<file path="src/rtl/uart_rx_fsm.sv">
// Frame-level sequencer for the UART receiver: detects the start bit, runs the
// bit/edge counter and fires mid-bit strobes to the datapath checkers.
module uart_rx_fsm #(
    parameter int DATA_WIDTH = 8
) (
    input  logic       CLK,
    input  logic       RST,
    input  logic       RX_IN,
    input  logic       PAR_EN,
    input  logic [5:0] prescale,
    input  logic [3:0] bit_cnt,
    input  logic [5:0] edge_cnt,
    input  logic       strt_glitch,
    input  logic       par_err,
    input  logic       stp_err,
    output logic       cnt_enable,
    output logic       cnt_clr,
    output logic       dat_samp_en,
    output logic       strt_chk_en,
    output logic       deser_en,
    output logic       par_chk_en,
    output logic       stp_chk_en,
    output logic       data_valid,
    output logic       par_error,
    output logic       frm_error
);

    typedef enum logic [2:0] {
        IDLE,
        START,
        DATA,
        PARITY,
        STOP,
        DONE
    } state_e;

    localparam logic [3:0] LAST_DATA_BIT = 4'(DATA_WIDTH);

    state_e     state_q, state_d;
    logic       par_q, par_d;
    logic       stp_q, stp_d;
    logic [5:0] chk_edge;
    logic       at_chk;
    logic       bit_end;

    // Sample two edges past the nominal middle so the 3-tap sampler window is centred.
    assign chk_edge = {1'b0, prescale[5:1]} + 6'd2;
    assign at_chk   = (edge_cnt == chk_edge);
    assign bit_end  = (edge_cnt == (prescale - 6'd1));

    // NOTE: sequential state uses non-blocking assignments so every flop samples
    // the pre-edge values of all others, independent of block ordering.
    always_ff @(posedge CLK or posedge RST) begin
        if (RST) begin
            state_q <= IDLE;
            par_q   <= 1'b0;
            stp_q   <= 1'b0;
        end else begin
            state_q <= state_d;
            par_q   <= par_d;
            stp_q   <= stp_d;
        end
    end

    always_comb begin
        // NOTE: every signal assigned here gets a default first, so no path can
        // leave one unassigned and infer a latch.
        state_d     = state_q;
        par_d       = par_q;
        stp_d       = stp_q;
        cnt_enable  = 1'b0;
        cnt_clr     = 1'b0;
        strt_chk_en = 1'b0;
        deser_en    = 1'b0;
        par_chk_en  = 1'b0;
        stp_chk_en  = 1'b0;
        data_valid  = 1'b0;
        par_error   = 1'b0;
        frm_error   = 1'b0;

        case (state_q)
            IDLE: begin
                cnt_clr = 1'b1;
                if (!RX_IN) begin
                    state_d = START;
                    par_d   = 1'b0;
                    stp_d   = 1'b0;
                end
            end
            START: begin
                cnt_enable  = 1'b1;
                strt_chk_en = at_chk;
                if (at_chk && strt_glitch) begin
                    state_d = IDLE;
                end else if (bit_end) begin
                    state_d = DATA;
                end
            end
            DATA: begin
                cnt_enable = 1'b1;
                deser_en   = at_chk;
                if (bit_end && (bit_cnt == LAST_DATA_BIT)) begin
                    state_d = PAR_EN ? PARITY : STOP;
                end
            end
            PARITY: begin
                cnt_enable = 1'b1;
                par_chk_en = at_chk;
                if (at_chk) begin
                    par_d = par_err;
                end
                if (bit_end) begin
                    state_d = STOP;
                end
            end
            STOP: begin
                cnt_enable = 1'b1;
                stp_chk_en = at_chk;
                // Leave at mid stop bit so a following start edge is never missed.
                if (at_chk) begin
                    stp_d   = stp_err;
                    state_d = DONE;
                end
            end
            DONE: begin
                cnt_clr    = 1'b1;
                data_valid = !par_q && !stp_q;
                par_error  = par_q;
                frm_error  = stp_q;
                if (!RX_IN) begin
                    state_d = START;
                    par_d   = 1'b0;
                    stp_d   = 1'b0;
                end else begin
                    state_d = IDLE;
                end
            end
            default: begin
                state_d = IDLE;
            end
        endcase

        dat_samp_en = cnt_enable;
    end

endmodule
</file>
<file path="config.mk">
export PLATFORM = sky130hd
export DESIGN_NAME = uart_rx_fsm
export DESIGN_NICKNAME = d
export VERILOG_FILES = /design/src/rtl/uart_rx_fsm.sv
export SDC_FILE = /design/constraint.sdc
export NUM_CORES = 1
export LEC_CHECK = 0
export CELL_PAD_IN_SITES_DETAIL_PLACEMENT = 0
export CELL_PAD_IN_SITES_GLOBAL_PLACEMENT = 1
export CORE_MARGIN = 2
export CORE_UTILIZATION = 31
export CTS_CLUSTER_SIZE = 40
export DETAILED_ROUTE_END_ITERATION = 10
export PLACE_DENSITY = 0.92
export SYNTH_ARGS = -nofsm -noshare
export SYNTH_HDL_FRONTEND = slang
export SYNTH_SLANG_ARGS = --single-unit
</file>
<file path="constraint.sdc">
create_clock -name CLK -period 4.9 [get_ports CLK]
set_input_delay 0.98 -clock CLK [delete_from_list [all_inputs] [get_ports CLK]]
set_output_delay 0.98 -clock CLK [all_outputs]
set_load 0.005 [all_outputs]
</file>
==> out/qor_table.md <==
| Parameter | Value |
|---|---|
| Result of the run | complete, no violations |
| Via density | 4.95 |
| Switching part of the total power | 0.370 |
| MaxCap Viol Count | 0 |
| Later-pin clock latency in the skew report | 0.23 ns |
| Commonest non-fill, non-tap cell in the layout | sky130_fd_sc_hd__clkdlybuf4s50_1 |
| Synth-to-Final Area Change | 47.3% |
| Count of TritonRoute iterations in the first routing pass | 4 |
| Die height | 53.1 um |
| Post-route cell area | 1100 um2 |
| Critical-path maximum fanout | 6 |
| Highest attainable clock frequency | 224 MHz |
| Ordered cell list for the critical path | clkdlybuf4s50_1 -> inv_1 -> ha_1 -> xor2_1 -> nor3_1 -> o211ai_1 -> nor3_1 -> clkdlybuf4s50_1 |
| Final-report setup violation count | 0 |
| Synth Cell Area | 748 um2 |
| Sort of element at the end of the critical path | output port |
| Share of total power in combinational logic | 0.470 |
| Peak supply drop | 0.124 mV |
| Crit path required time | 3.92 ns |
| CORE AREA | 2250 um2 |
| Clock transition at the registers of the reported paths | 0.04 ns |
| Most used flip-flop cell after synthesis | sky130_fd_sc_hd__dfrtp_1 |
| Synthesized instance count | 92 |
| Post-placement cell area | 1080 um2 |
| Post-synth EDFFs | 0 |
| Part of the Yosys area used for sequential elements | 0.167 |
| Number of buffers created by CTS | 3 |
| Final routed wirelength across all metal layers | 1.74 mm |
| Tmin final | 4.47 ns |
| Maximum level of the CTS H-tree | 1 |
| CTS tree | done |
| Final antenna diode count | 0 |
| Antenna-violating nets left | 0 |
| Avg Synthesized Cell Area | 8.13 um2 |
| Cell area power density | 196 nW/um2 |
| Number of buffer and inverter stages on the critical path | 3 |
| Via count of the first global-routing pass | 715 |
| Number of warning messages in the yosys log | 0 |
| Boundary Pins | 33 |
| Ratio of final minimum period to clock period | 0.912 |
| Element type at the critical path start | input pin |
| RD Place Congestion | 0.787 |
| Clock skew after layout | 0.00124 ns |
| Kind of path behind the tightest hold check | register to register |
| Largest delay share family, worst path | buffers and inverters |
| Maximum single-stage delay on the critical path | 0.60 ns |
| Maximum number of pins on one net before global-route repair | 14 |
| Total number of vias | 748 |
| Cts repair resizes | 0 |
| Clock network fraction of total power | 0.208 |
| Post-synth net total | 119 |
| Cell internal power dissipation | 0.000136 W |
| Total Routing Usage GR | 0.136 |
| Master cell of the clock root buffer | sky130_fd_sc_hd__clkbuf_4 |
| Switch Pwr | 0.0000798 W |
| Asr flop ratio synth | 1.00 |
| Final routed DRC violation total | 0 |
| Setup slack of the critical path after layout | 0.430 ns |
| Worst slew margin relative to its limit | 0.579 |
| Worst hold slack across all endpoints | 0.560 ns |
| Sum of negative setup slack | 0 ns |
| Placed wire-length estimate | 1.51 mm |
| Clk sink count | 5 |
| Detail-routed net length per standard cell | 11.5 um |
| Sequential share of power | 0.322 |
| Final hold violation count | 0 |
| Starting utilization of the core area | 0.332 |
| Unique masters post-synth | 39 |
| Post CTS Setup Buffer Count | 0 |
| RSZ-0062 raised after global routing | no |
| Standard-cell rows | 17 |
| Classification of the worst setup path | input pin to output port |
| CP max-delay cell | sky130_fd_sc_hd__clkdlybuf4s50_1 |
| Maximum buffer depth of the clock tree | 2 |
| Die outline area | 2820 um2 |
| Layout net count | 151 |
| Arrival time of the worst setup path | 3.49 ns |
| Number of DRC markers after the initial detailed-route iteration | 13 |
| Remaining Overflow, GRT | 0 |
| Number of max-slew violations in the final report | 0 |
| Share of post-route cells with drive strength above 1 | 0.0813 |
| Hold-fix buffers, CTS | 0 |
| Post-placement worst setup slack | 0.434 ns |
| Worst-margin pin slew | 0.631 ns |
| Reported leakage power | 0.423 nW |
| Final Core Density | 0.489 |
| Antenna violations before repair | 0 |
| Global-route wire length before repair | 2.86 mm |
| Number of buffers inserted by port buffering | 32 |
| Leading cell types in the layout, fill and taps excluded | 32 x sky130_fd_sc_hd__clkdlybuf4s50_1, 12 x sky130_fd_sc_hd__xnor2_1, 9 x sky130_fd_sc_hd__inv_1 |
| Die outline width | 53.1 um |
| Post-synthesis register bit count | 5 |
power by group through the flow:
| stage | logic, W | clock network [W] | registers [W] |
|---|---|---|---|
| finish | 0.000101 | 0.0000449 | 0.0000695 |
| global route | 0.000112 | 0.0000490 | 0.0000716 |
| global placement | 0.0000994 | 0 | 0.0000689 |
| CTS | 0.000102 | 0.0000471 | 0.0000692 |
| floorplan | 0.0000785 | 0 | 0.0000542 |
| detailed placement | 0.000102 | 0 | 0.0000700 |
layer usage:
layer	vias up	share of wire	wire [um]	global-route usage
li1	389	-	-	-
met1	338	0.46	802	0.184
met2	21	0.50	865	0.217
met3	0	0.040	70	0.0141
met4	0	0	0	0.0598
met5	-	0	0	0
tightest hold or removal path, stage by stage, from the launching register on:
cell and delay, ns:
sky130_fd_sc_hd__dfrtp_1 0.39, sky130_fd_sc_hd__nand2_1 0.07, sky130_fd_sc_hd__mux2i_1 0.06
registers in the layout, summed over array words and instances, names as in the netlist:
register and cells:
state_q 3, stp_q 1, par_q 1
worst paths after layout:
path,cells after the start,slack [ns],to,start
max,8,0.43,stp_chk_en,prescale[2]
min,2,0.56,par_q$_DFFE_PP0P_,par_q$_DFFE_PP0P_
max reg2reg,4,3.53,stp_q$_DFFE_PP0P_,state_q[1]$_DFFE_PP0P_
min reg2reg,2,0.56,par_q$_DFFE_PP0P_,par_q$_DFFE_PP0P_
max in group asynchronous,2,3.80,state_q[2]$_DFFE_PP0P_,RST
min in group asynchronous,2,0.94,state_q[0]$_DFFE_PP0P_,RST
synth_stat cells, types with 3 or more instances:
library cell / instances / area share
sky130_fd_sc_hd__nand2_1: 5 / 0.025
sky130_fd_sc_hd__dfrtp_1: 5 / 0.17
sky130_fd_sc_hd__xor2_1: 4 / 0.047
sky130_fd_sc_hd__xnor2_1: 12 / 0.14
sky130_fd_sc_hd__nand2b_1: 3 / 0.025
sky130_fd_sc_hd__nor3_1: 7 / 0.047
sky130_fd_sc_hd__nor2_1: 4 / 0.020
sky130_fd_sc_hd__inv_1: 9 / 0.045
sky130_fd_sc_hd__nand3_1: 3 / 0.020
sky130_fd_sc_hd__ha_1: 4 / 0.067
cell type report:
cell class / count / area [um2]
Fill cell: 221 / 1150
Multi-Input combinational cell: 73 / 562
Timing Repair Buffer: 32 / 320
Sequential cell: 5 / 125
Tap cell: 28 / 35.0
Inverter: 9 / 33.8
Clock buffer: 4 / 26.3
stage by stage:
step                      instances  total power, W
final                           151        0.000216
after global placement          147        0.000168
after global routing            151        0.000233
after floorplan                  92        0.000133
after CTS                       151        0.000219
after detailed placement        147        0.000172
kinds of logic (layout without fill, tap and decap cells):
family,after synthesis,count (layout),synth area share
and+or+nand+nor,34,34,0.259
AOI/OAI and AO/OA,17,17,0.211
xor gates and xnor gates,16,16,0.187
buffers and inverters,14,45,0.0819
DFF,5,5,0.167
adders and majority gates,4,4,0.0669
muxes,2,2,0.0268
(Power assumes the default switching activity.)
